**src/rtl/mult_sched_pkg.sv**
```systemverilog
// mult_sched_pkg: widths, tag-width helper and result entry type
// shared by the round-robin multiplier scheduler files.
package mult_sched_pkg;

  localparam int A_W       = 25;
  localparam int B_W       = 18;
  localparam int P_W       = 43;
  localparam int BUF_DEPTH = 2;
  localparam int ID_MAX_W  = 3;

  function automatic int id_w(input int n);
    return (n < 2) ? 1 : $clog2(n);
  endfunction

  typedef struct packed {
    logic [P_W-1:0]      p;
    logic [ID_MAX_W-1:0] id;
  } res_entry_t;

endpackage

```
**src/rtl/mult_sched_rr.sv**
```systemverilog
// mult_sched_rr: round-robin pointer and one-hot grant.
// The search starts at ptr; ptr moves past each granted requester.
module mult_sched_rr
  import mult_sched_pkg::*;
#(
  parameter int NREQ = 4
) (
  input  logic                    CLK,
  input  logic                    RSTN,
  input  logic [NREQ-1:0]         req,
  input  logic                    en,
  output logic [NREQ-1:0]         gnt,
  output logic [id_w(NREQ)-1:0]   idx
);

  localparam int IDW = id_w(NREQ);
  localparam logic [IDW:0]   N_W  = (IDW+1)'(NREQ);
  localparam logic [IDW-1:0] LAST = IDW'(NREQ-1);

  logic [IDW-1:0] ptr;
  logic [IDW:0]   sum;
  logic [IDW-1:0] cand;
  logic           found;

  // first pending requester at or after ptr, wrapping at NREQ
  always_comb begin
    found = 1'b0;
    idx   = '0;
    sum   = '0;
    cand  = '0;
    for (int i = 0; i < NREQ; i++) begin
      sum = {1'b0, ptr} + (IDW+1)'(i);
      if (sum >= N_W)
        sum = sum - N_W;
      cand = sum[IDW-1:0];
      if (!found && req[cand]) begin
        found = 1'b1;
        idx   = cand;
      end
    end
  end

  // one-hot grant only when the caller has a free slot
  always_comb begin
    gnt = '0;
    if (en && found)
      gnt[idx] = 1'b1;
  end

  // advance past the granted requester, hold otherwise
  always_ff @(posedge CLK or negedge RSTN) begin
    if (!RSTN)
      ptr <= '0;
    else if (en && found)
      ptr <= (idx == LAST) ? '0 : idx + IDW'(1);
  end

endmodule

```
**src/rtl/mult_sched.sv**
```systemverilog
// mult_sched: shares one 25x18 DSP slice among NREQ requesters.
// Optional counters STAT_ISSUE/STAT_STALL under MULT_SCHED_STATS_EN.
module mult_sched
  import mult_sched_pkg::*;
#(
  parameter int NREQ = 4,
  parameter int MREG = 1
) (
  input  logic                  CLK,
  input  logic                  RSTN,
  input  logic [NREQ-1:0]       REQ_VALID,
  output logic [NREQ-1:0]       REQ_READY,
  input  logic [NREQ*A_W-1:0]   REQ_A,
  input  logic [NREQ*B_W-1:0]   REQ_B,
  output logic [A_W-1:0]        MULT_A,
  output logic [B_W-1:0]        MULT_B,
  output logic                  MULT_CEM,
  output logic                  MULT_RSTM,
  input  logic [P_W-1:0]        MULT_PP1,
  input  logic [P_W-1:0]        MULT_PP2,
  output logic                  RES_VALID,
  input  logic                  RES_READY,
  output logic [P_W-1:0]        RES_P,
  output logic [id_w(NREQ)-1:0] RES_ID
`ifdef MULT_SCHED_STATS_EN
  ,
  output logic [15:0]           STAT_ISSUE,
  output logic [15:0]           STAT_STALL
`endif
);

  localparam int IDW = id_w(NREQ);

  logic [1:0]     occ;
  logic           infl;
  logic           pop;
  logic [2:0]     need;
  logic           credit;
  logic           rstm;
  logic           issue;
  logic [IDW-1:0] gid;
  logic           cap_v;
  logic [IDW-1:0] cap_id;
  logic           wi;
  res_entry_t     wr_e;
  res_entry_t     rbuf [BUF_DEPTH];
  logic           unused_id;

  assign pop    = RES_VALID & RES_READY;
  assign need   = 3'(occ) + 3'(infl) - 3'(pop);
  assign credit = need < 3'(BUF_DEPTH);

  // the slice is in reset on the first cycle, so nothing issues then
  mult_sched_rr #(.NREQ(NREQ)) u_rr (
    .CLK  (CLK),
    .RSTN (RSTN),
    .req  (REQ_VALID),
    .en   (credit & ~rstm),
    .gnt  (REQ_READY),
    .idx  (gid)
  );

  assign issue     = |REQ_READY;
  assign MULT_CEM  = issue;
  assign MULT_RSTM = rstm;

  // route the granted requester's operands onto the slice
  always_comb begin
    MULT_A = '0;
    MULT_B = '0;
    for (int i = 0; i < NREQ; i++) begin
      if (REQ_READY[i]) begin
        MULT_A = REQ_A[i*A_W +: A_W];
        MULT_B = REQ_B[i*B_W +: B_W];
      end
    end
  end

  // slice reset flag: high in reset and for the first edge after it
  always_ff @(posedge CLK or negedge RSTN) begin
    if (!RSTN)
      rstm <= 1'b1;
    else
      rstm <= 1'b0;
  end

  generate
    if (MREG != 0) begin : g_mreg
      logic           v_q;
      logic [IDW-1:0] id_q;

      // carry issue strobe and tag alongside the slice M register
      always_ff @(posedge CLK or negedge RSTN) begin
        if (!RSTN) begin
          v_q  <= 1'b0;
          id_q <= '0;
        end else begin
          v_q  <= issue;
          id_q <= gid;
        end
      end

      assign cap_v  = v_q;
      assign cap_id = id_q;
      assign infl   = v_q;
    end else begin : g_comb
      assign cap_v  = issue;
      assign cap_id = gid;
      assign infl   = 1'b0;
    end
  endgenerate

  assign wr_e.p  = MULT_PP1 + MULT_PP2;
  assign wr_e.id = ID_MAX_W'(cap_id);

  // write slot 1 only when one entry stays after this cycle's pop
  assign wi = pop ? (occ == 2'd2) : (occ == 2'd1);

  // head shifts on pop; a new result lands at the first free slot
  always_ff @(posedge CLK or negedge RSTN) begin
    if (!RSTN) begin
      for (int i = 0; i < BUF_DEPTH; i++)
        rbuf[i] <= '0;
      occ <= '0;
    end else begin
      if (pop)
        rbuf[0] <= rbuf[1];
      if (cap_v)
        rbuf[wi] <= wr_e;
      occ <= occ + 2'(cap_v) - 2'(pop);
    end
  end

  assign RES_VALID = (occ != 2'd0);
  assign RES_P     = rbuf[0].p;
  assign RES_ID    = rbuf[0].id[IDW-1:0];
  assign unused_id = ^rbuf[0].id;

`ifdef MULT_SCHED_STATS_EN
  logic stall;

  assign stall = (|REQ_VALID) && !credit;

  // saturating issue and no-credit counters
  always_ff @(posedge CLK or negedge RSTN) begin
    if (!RSTN) begin
      STAT_ISSUE <= '0;
      STAT_STALL <= '0;
    end else begin
      if (issue && STAT_ISSUE != 16'hFFFF)
        STAT_ISSUE <= STAT_ISSUE + 16'd1;
      if (stall && STAT_STALL != 16'hFFFF)
        STAT_STALL <= STAT_STALL + 16'd1;
    end
  end
`endif

endmodule

```
**config.mk**
```make
export PLATFORM = sky130hd
export DESIGN_NAME = mult_sched
export DESIGN_NICKNAME = d
export VERILOG_FILES = /design/src/rtl/mult_sched_pkg.sv /design/src/rtl/mult_sched_rr.sv /design/src/rtl/mult_sched.sv
export SDC_FILE = /design/constraint.sdc
export NUM_CORES = 1
export LEC_CHECK = 0
export BUFFER_PORTS_ARGS = -buffer_cell sky130_fd_sc_hd__buf_2
export CAP_MARGIN = 20
export CORE_ASPECT_RATIO = 0.7
export CORE_MARGIN = 2
export CORE_UTILIZATION = 39
export CTS_CLUSTER_SIZE = 25
export DETAILED_ROUTE_END_ITERATION = 12
export GPL_TIMING_DRIVEN = 0
export HOLD_SLACK_MARGIN = 0.1
export MAX_ROUTING_LAYER = met4
export PLACE_DENSITY = 0.68
export SETUP_SLACK_MARGIN = 0.4
export SYNTH_ARGS = -nofsm -noshare
export SYNTH_HDL_FRONTEND = slang
export SYNTH_HIERARCHICAL = 1
export SYNTH_SLANG_ARGS = --single-unit
```
**constraint.sdc**
```tcl
create_clock -name CLK -period 12.6 [get_ports CLK]
set_input_delay 0 -clock CLK [delete_from_list [all_inputs] [get_ports CLK]]
set_output_delay 0 -clock CLK [all_outputs]
set_load 0.05 [all_outputs]
```
==> results of run 1 <==
==> worst paths after layout <==
kind / from / end
max: occ[1] / MULT_A[3]
min: REQ_VALID[1] / cap_id[1]
max reg2reg: occ[1] / cap_v
min reg2reg: cap_id[1] / flip-flop
max in group asynchronous: RSTN / MULT_RSTM
min in group asynchronous: RSTN / RES_P[20]
==> critical path: stages (launching register included) <==
cell	delay [ns]
dfrtp_1	0.45
or2_2	0.29
clkbuf_1	0.13
nand2_1	0.41
clkbuf_1	0.62
inv_1	0.12
ha_1	0.30
inv_1	0.06
ha_1	0.14
inv_1	0.05
fa_1	0.47
inv_1	0.05
nor3_1	0.34
o41a_1	0.40
and2_1	0.25
clkbuf_1	0.32
inv_1	0.17
nand2_1	0.16
clkbuf_1	0.46
o22ai_1	0.16
a21oi_1	0.28
buf_2	0.33
==> Yosys cell counts, types with 7 or more instances <==
master    number  share of area (%)
nand2_1      142                6.6
a21oi_1       91                5.7
mux2i_1       11                1.4
nor2_1        37                1.7
ha_1          48                7.5
a31oi_1        9               0.70
xnor2_1       17                1.8
o21bai_1       9               0.84
xor2_1        19                2.1
dfrtp_1       97                 30
a21o_1        28                2.6
o21ai_1        9               0.56
mux2_2        37                5.2
buf_4         45                4.2
and2_1         7               0.54
o21ai_0       82                5.1
a211oi_1       7               0.65
nand4_1       11               0.85
clkbuf_1      59                2.7
o22ai_1       44                3.4
o21a_1         8               0.75
a22oi_1       42                3.9
inv_1         20               0.93
nand3_1       12               0.75
nor3_1        11               0.68
==> cell families (layout without fill, tap and decap cells) <==
group                      count (synthesis)  in the layout  share of synthesized area (%)
muxes                                     48             48                           6.54
adders and majority gates                 50             50                           7.95
and+or+nand+nor                          249            249                           13.7
AOI/OAI and AO/OA                        369            369                           29.0
DFF                                       98             98                           30.4
xor gates and xnor gates                  36             36                           3.91
other                                      1              4                         0.0465
buffers and inverters                    129            512                           8.35
==> stage by stage <==
stage,cell area (µm²),cells,util (%),power [W]
6_report,10600,1636,52.9,0.00229
5_1_grt,10600,1635,52.9,0.00241
3_5_place_dp,10200,1610,51.1,0.00199
3_3_place_gp,10200,1609,50.9,0.00197
2_1_floorplan,8060,980,-,0.00163
4_1_cts,10600,1633,52.9,0.00228
==> area by class of cell <==
class,instances,share of cell area [%]
multi-input cells,753,46.6
flip-flops and latches,98,23.2
repair buffers,367,17.9
plain buffers,109,5.65
well taps,270,3.19
clock buffers,9,2.13
inverters,20,0.709
clock inverters,7,0.638
diodes,3,0.0709
==> layer usage <==
layer  wire length, µm  track usage [%]  vias to the layer above  part of all wire, %
met5                 0                -                        -                    0
met4               559             6.17                        0                  1.8
met2             12900             39.7                      426                   41
met3              2560             5.04                       31                  8.1
met1             15600             44.3                     4230                   49
li1                  -                -                     4309                    -
==> power groups by stage <==
stage / registers (W) / clock network (W) / logic [W]
after floorplan: 0.000516 / 0 / 0.00111
after CTS: 0.000539 / 0.000285 / 0.00146
final: 0.000540 / 0.000283 / 0.00146
after global routing: 0.000556 / 0.000296 / 0.00156
after detailed placement: 0.000544 / 0 / 0.00145
after global placement: 0.000539 / 0 / 0.00143
==> run_results.csv, run 1 <==
group,metric,value,unit
run,drv_cap,0,
min_path,hold_depth,3,
clocking,cts_buffer_depth,2,
power,switching_share,53.3,%
power,switchingPower,0.00122,W
power,combinationalPowerShare,64.0,%
sta,tns,0,ns
cells_and_area,final_cell_mix,"360 x buf_2, 142 x nand2_1, 97 x dfrtp_1, 91 x a21oi_1, 82 x o21ai_0",
critical_path,cp.required,12.60,ns
clocking,clock_sinks,98,
yosys,synth_nets,1295,
floorplanning,num_io_pins,360,
clocking,cts_tree,"built",
yosys,syn-cell-area,0.00806,mm²
power,ir_drop,156,µV
detailed_routing,drt_wl_total,31600,µm
sta,max_freq,158,MHz
floorplanning,num_rows,43,
yosys,seq_area_frac_synth,30.4,%
sta,finalHoldViolCount,0,
critical_path,r2r_cells,18,
grt,grt_max_degree,66,
floorplanning,die_area,0.0218,mm²
sta,tightest_slew,0.852,ns
floorplanning,start_util,40.3,%
power,cellPowerDensity,216,mW/mm²
cells_and_area,syn_to_final_growth,31.5,%
grt,grt_overflow,0,
sta,grt_setup_unrepaired,"false",
cells_and_area,layout-drive-gt1-share,35.3,%
clocking,cts-resized-gates,0,
floorplanning,core,0.0200,mm²
sta,layout_setup_ws,6.27,ns
cells_and_area,multi_input_comb_area,0.00493,mm²
yosys,ys.flop_type,"dfrtp_1",
detailed_routing,vias,8996,
cells_and_area,fillers,1982,
cells_and_area,fin_nets,1673,
power,internal_power,0.00107,W
sta,clock_skew,0.0100,ns
sta,setup_viol,0,
grt,grt_pass1_vias,8422,
critical_path,critPathArrivalTime,6.33,ns
critical_path,rrSetupSlack,7.31,ns
clocking,hold_buffers,7,
cells_and_area,seqCellArea,0.00245,mm²
clocking,numCtsBuffers,9,
sta,fin_crit_sh,50.3,%
clocking,htreeDepth,3,
clocking,cts_setup_buffers,0,
clocking,clockRootBuffer,"clkbuf_16",
clocking,path_clk_slew,0.08,ns
power,p_clk_share,12.4,%
sta,drv_slew,0,
power,p_leak,5.36,nW
yosys,syn_area_per_cell,8.22,µm²
detailed_routing,first_iter_violations,870,
yosys,ys_types,65,
grt,grt_pass1_wl,48000,µm
grt,antenna_found_initial,2,
yosys,ys_ff_latch,98,
yosys,yosys_warnings,6,
detailed_routing,wire_per_inst,19.3,µm
power,seq_power_share,23.6,%
floorplanning,fp.dieH,124,µm
sta,hold_ws,0.114,ns
yosys,syn_inst,980,
run_status,outcome,"complete, no violations",
min_path,hp-class,"primary input to flip-flop",
place,place_ws,6.74,ns
detailed_routing,drc,0,
critical_path,worstSetupStartpointType,"flip-flop",
clocking,clkLatencyLatePin,0.36,ns
yosys,ys_async_sr_fraction,100,%
yosys,synth_edf_count,0,
sta,max_slew_margin,42.6,%
detailed_routing,routed_via_density,5.50,
critical_path,critPathKind,"flip-flop to primary output",
detailed_routing,drtAntennaViolNets,0,
floorplanning,die_width,176,µm
critical_path,crit_fanout,10,
place,place.gp.congestion,0.992,
place,hpwl,25600,µm
sta,fin_crit,6.33,ns
detailed_routing,dr.pass1.iters,6,
critical_path,endpoint_kind,"primary output",
grt,grt_util_all_layers,29.0,%
cells_and_area,layout_commonest_cell,"buf_2",
place,io_buffers,359,
Power figures use the tool's default switching activity.
==> inputs of run 2 (changes only) <==
--- a/config.mk
+++ b/config.mk
@@ -15,7 +15,7 @@
 export GPL_TIMING_DRIVEN = 0
 export HOLD_SLACK_MARGIN = 0.1
 export MAX_ROUTING_LAYER = met4
-export PLACE_DENSITY = 0.68
+export PLACE_DENSITY = 0.71
 export SETUP_SLACK_MARGIN = 0.4
 export SYNTH_ARGS = -nofsm -noshare
 export SYNTH_HDL_FRONTEND = slang
==> constraint.sdc (replaced) <==
create_clock -name CLK -period 5.41 [get_ports CLK]
set_input_delay 0 -clock CLK [delete_from_list [all_inputs] [get_ports CLK]]
set_output_delay 0 -clock CLK [all_outputs]
set_load 0.05 [all_outputs]
==> run 2 against run 1 <==
Compared with the run above:
- core utilization increased by 2.5 points
- sequential share of layout area is 1.0 points lower
- clock-buffer cell count rose by 1
- sequential cell count stayed put
- first-iteration DRC count is 6.1% lower
- critical path depth did not move
- cell area grew 4.7%
- global-route usage is 1.4 points higher
- worst setup slack got worse by 5.5 ns
- clock power increased by 140%
- die area unchanged
- largest power group unchanged
==> run_results.csv, run 2 (same netlist as run 1, synthesis figures left out) <==
group,metric,value,unit
run_status,outcome,"complete, no violations",
detailed_routing,wire_per_inst,20.2,µm
min_path,hp-start,"REQ_VALID[1]",
cells_and_area,layout-drive-gt1-share,40.9,%
floorplanning,fp.dieH,124,µm
cells_and_area,seqCellArea,0.00245,mm²
detailed_routing,routed_via_density,5.53,
detailed_routing,first_iter_violations,817,
sta,setup_viol,0,
critical_path,r2r-start,"occ[1]",
clocking,clock_sinks,98,
min_path,hp-class,"primary input to flip-flop",
grt,grt_pass1_vias,8475,
floorplanning,start_util,40.3,%
cells_and_area,layout_commonest_cell,"buf_2",
place,dpl.cell_count,1610,
cells_and_area,design_area,0.0111,mm²
critical_path,worstSetupStartpointType,"flip-flop",
grt,grt_util_all_layers,30.4,%
place,place.gp.congestion,0.995,
sta,max_freq,218,MHz
place,io_buffers,359,
sta,grt_setup_unrepaired,"false",
clocking,path_clk_slew,0.08,ns
cells_and_area,fillers,1935,
cells_and_area,instances_no_fill,1642,
cells_and_area,fin_nets,1677,
clocking,numCtsBuffers,9,
grt,grt_overflow,0,
sta,tightest_slew,0.761,ns
floorplanning,die_area,0.0218,mm²
place,place_area,0.0105,mm²
grt,antenna_found_initial,5,
critical_path,critPathLaunch,"occ[1]",
power,p_leak,5.49,nW
floorplanning,num_rows,43,
critical_path,crit_fanout,10,
sta,max_slew_margin,48.7,%
floorplanning,num_io_pins,360,
critical_path,worstPathCellList,"or2_2 -> clkbuf_1 -> nand2_4 -> buf_8 -> inv_1 -> ha_1 -> inv_1 -> ha_1 -> inv_1 -> fa_1 -> inv_1 -> nor3_2 -> o41a_1 -> buf_4 -> and2_1 -> nor2b_1 -> clkbuf_2 -> buf_4 -> a22oi_2 -> a21oi_4 -> buf_2",
clocking,cts_tree,"built",
sta,tns,0,ns
sta,fin_crit_sh,85.0,%
cells_and_area,multi_input_comb_area,0.00527,mm²
detailed_routing,drc,0,
cells_and_area,syn_to_final_growth,37.7,%
power,ir_drop,399,µV
run,drv_cap,0,
sta,drv_slew,0,
cells_and_area,final_cell_mix,"346 x buf_2, 141 x nand2_1, 97 x dfrtp_1, 80 x o21ai_0, 57 x buf_4",
clocking,clockRootBuffer,"clkbuf_16",
grt,grt_pass1_wl,49700,µm
sta,fin_crit,4.60,ns
critical_path,critPathSlowestCell,"fa_1",
floorplanning,die_width,176,µm
detailed_routing,vias,9078,
critical_path,endpoint_kind,"primary output",
critical_path,crit_path_max_incr_delay,0.48,ns
clocking,cts_buffer_depth,2,
critical_path,cp.required,5.41,ns
detailed_routing,dr.pass1.iters,5,
floorplanning,core,0.0200,mm²
clocking,clkLatencyLatePin,0.36,ns
critical_path,critPathArrivalTime,4.60,ns
power,cellPowerDensity,508,mW/mm²
detailed_routing,drt_wl_total,33200,µm
grt,grt_max_degree,52,
sta,clock_skew,0.0134,ns
detailed_routing,drtAntennaViolNets,0,
critical_path,critPathKind,"flip-flop to primary output",
sta,finalHoldViolCount,0,
clocking,htreeDepth,3,
place,hpwl,27000,µm
critical_path,worst_path_most_repeated_cell,"inv_1",
run 2: cell types whose count changed in the layout (fill, tap and decap cells not counted), sizes merged:
cell and change:
diode +2, clkinvlp -1, dlygate4sd3 -1, buf +2, clkinv +1, inv -1, clkbuf +4
run 2: metal layers:
| layer | vias to the layer above | track usage, % | part of all wire, % |
|---|---|---|---|
| met5 | - | - | 0 |
| met4 | 0 | 8.12 | 2.5 |
| met3 | 40 | 5.68 | 8.2 |
| met2 | 404 | 40.6 | 40 |
| met1 | 4317 | 46.4 | 49 |
| li1 | 4317 | - | - |
run 2: through the flow:
stage | hold slack [ns] | power [W] | setup WS, ns | utilization (%)
2_1_floorplan | -0.296 | 0.00394 | 0.390 | -
3_3_place_gp | 0.359 | 0.00477 | -0.246 | 52.3
3_5_place_dp | 0.0657 | 0.00482 | -0.365 | 52.4
4_1_cts | 0.112 | 0.00555 | 0.427 | 54.8
5_1_grt | 0.155 | 0.00595 | 0.525 | 55.4
6_report | 0.125 | 0.00564 | 0.812 | 55.4
run 2: final timing paths:
check / cells past startpoint / slack [ns] / endpoint
hold reg to reg: 2 / 0.48 / flip-flop
max in group asynchronous: 3 / 4.46 / MULT_RSTM
hold / removal: 3 / 0.12 / cap_id[1]
min in group asynchronous: 2 / 0.21 / RES_P[20]
setup / recovery: 21 / 0.81 / MULT_A[2]
setup reg to reg: 18 / 1.49 / cap_v
run 2: cell type report:
type	instances	share of cell area [%]
Multi-Input combinational cell	753	47.5
Sequential cell	98	22.1
Timing Repair Buffer	371	17.8
Buffer	109	6.00
Tap cell	270	3.04
Clock buffer	10	2.15
Inverter	20	0.677
Clock inverter	6	0.609
Antenna cell	5	0.113
run 2: report_power, final:
| part | switching (W) | total [W] | internal (W) |
|---|---|---|---|
| combinational | 0.00245 | 0.00372 | 0.00127 |
| clock | 0.000329 | 0.000671 | 0.000342 |
| sequential | 0.000189 | 0.00125 | 0.00106 |
run 2: repair_timing:
action | in CTS | in global routing
hold buffers | 6 | 0
hold endpoints to repair | 51 | 0
endpoints found under the setup margin | 44 | 44
gates resized for setup | 35 | 50
pin swaps | 0 | 3
setup buffers | 2 | 3
run 2: worst max-delay path: cells and delay by family, from the launching register on:
family	cells	cell delay, ns
fa+ha+maj	3	0.88
simple gates	5	0.97
compound gates	3	0.57
flops	1	0.45
buf+inv	10	1.37
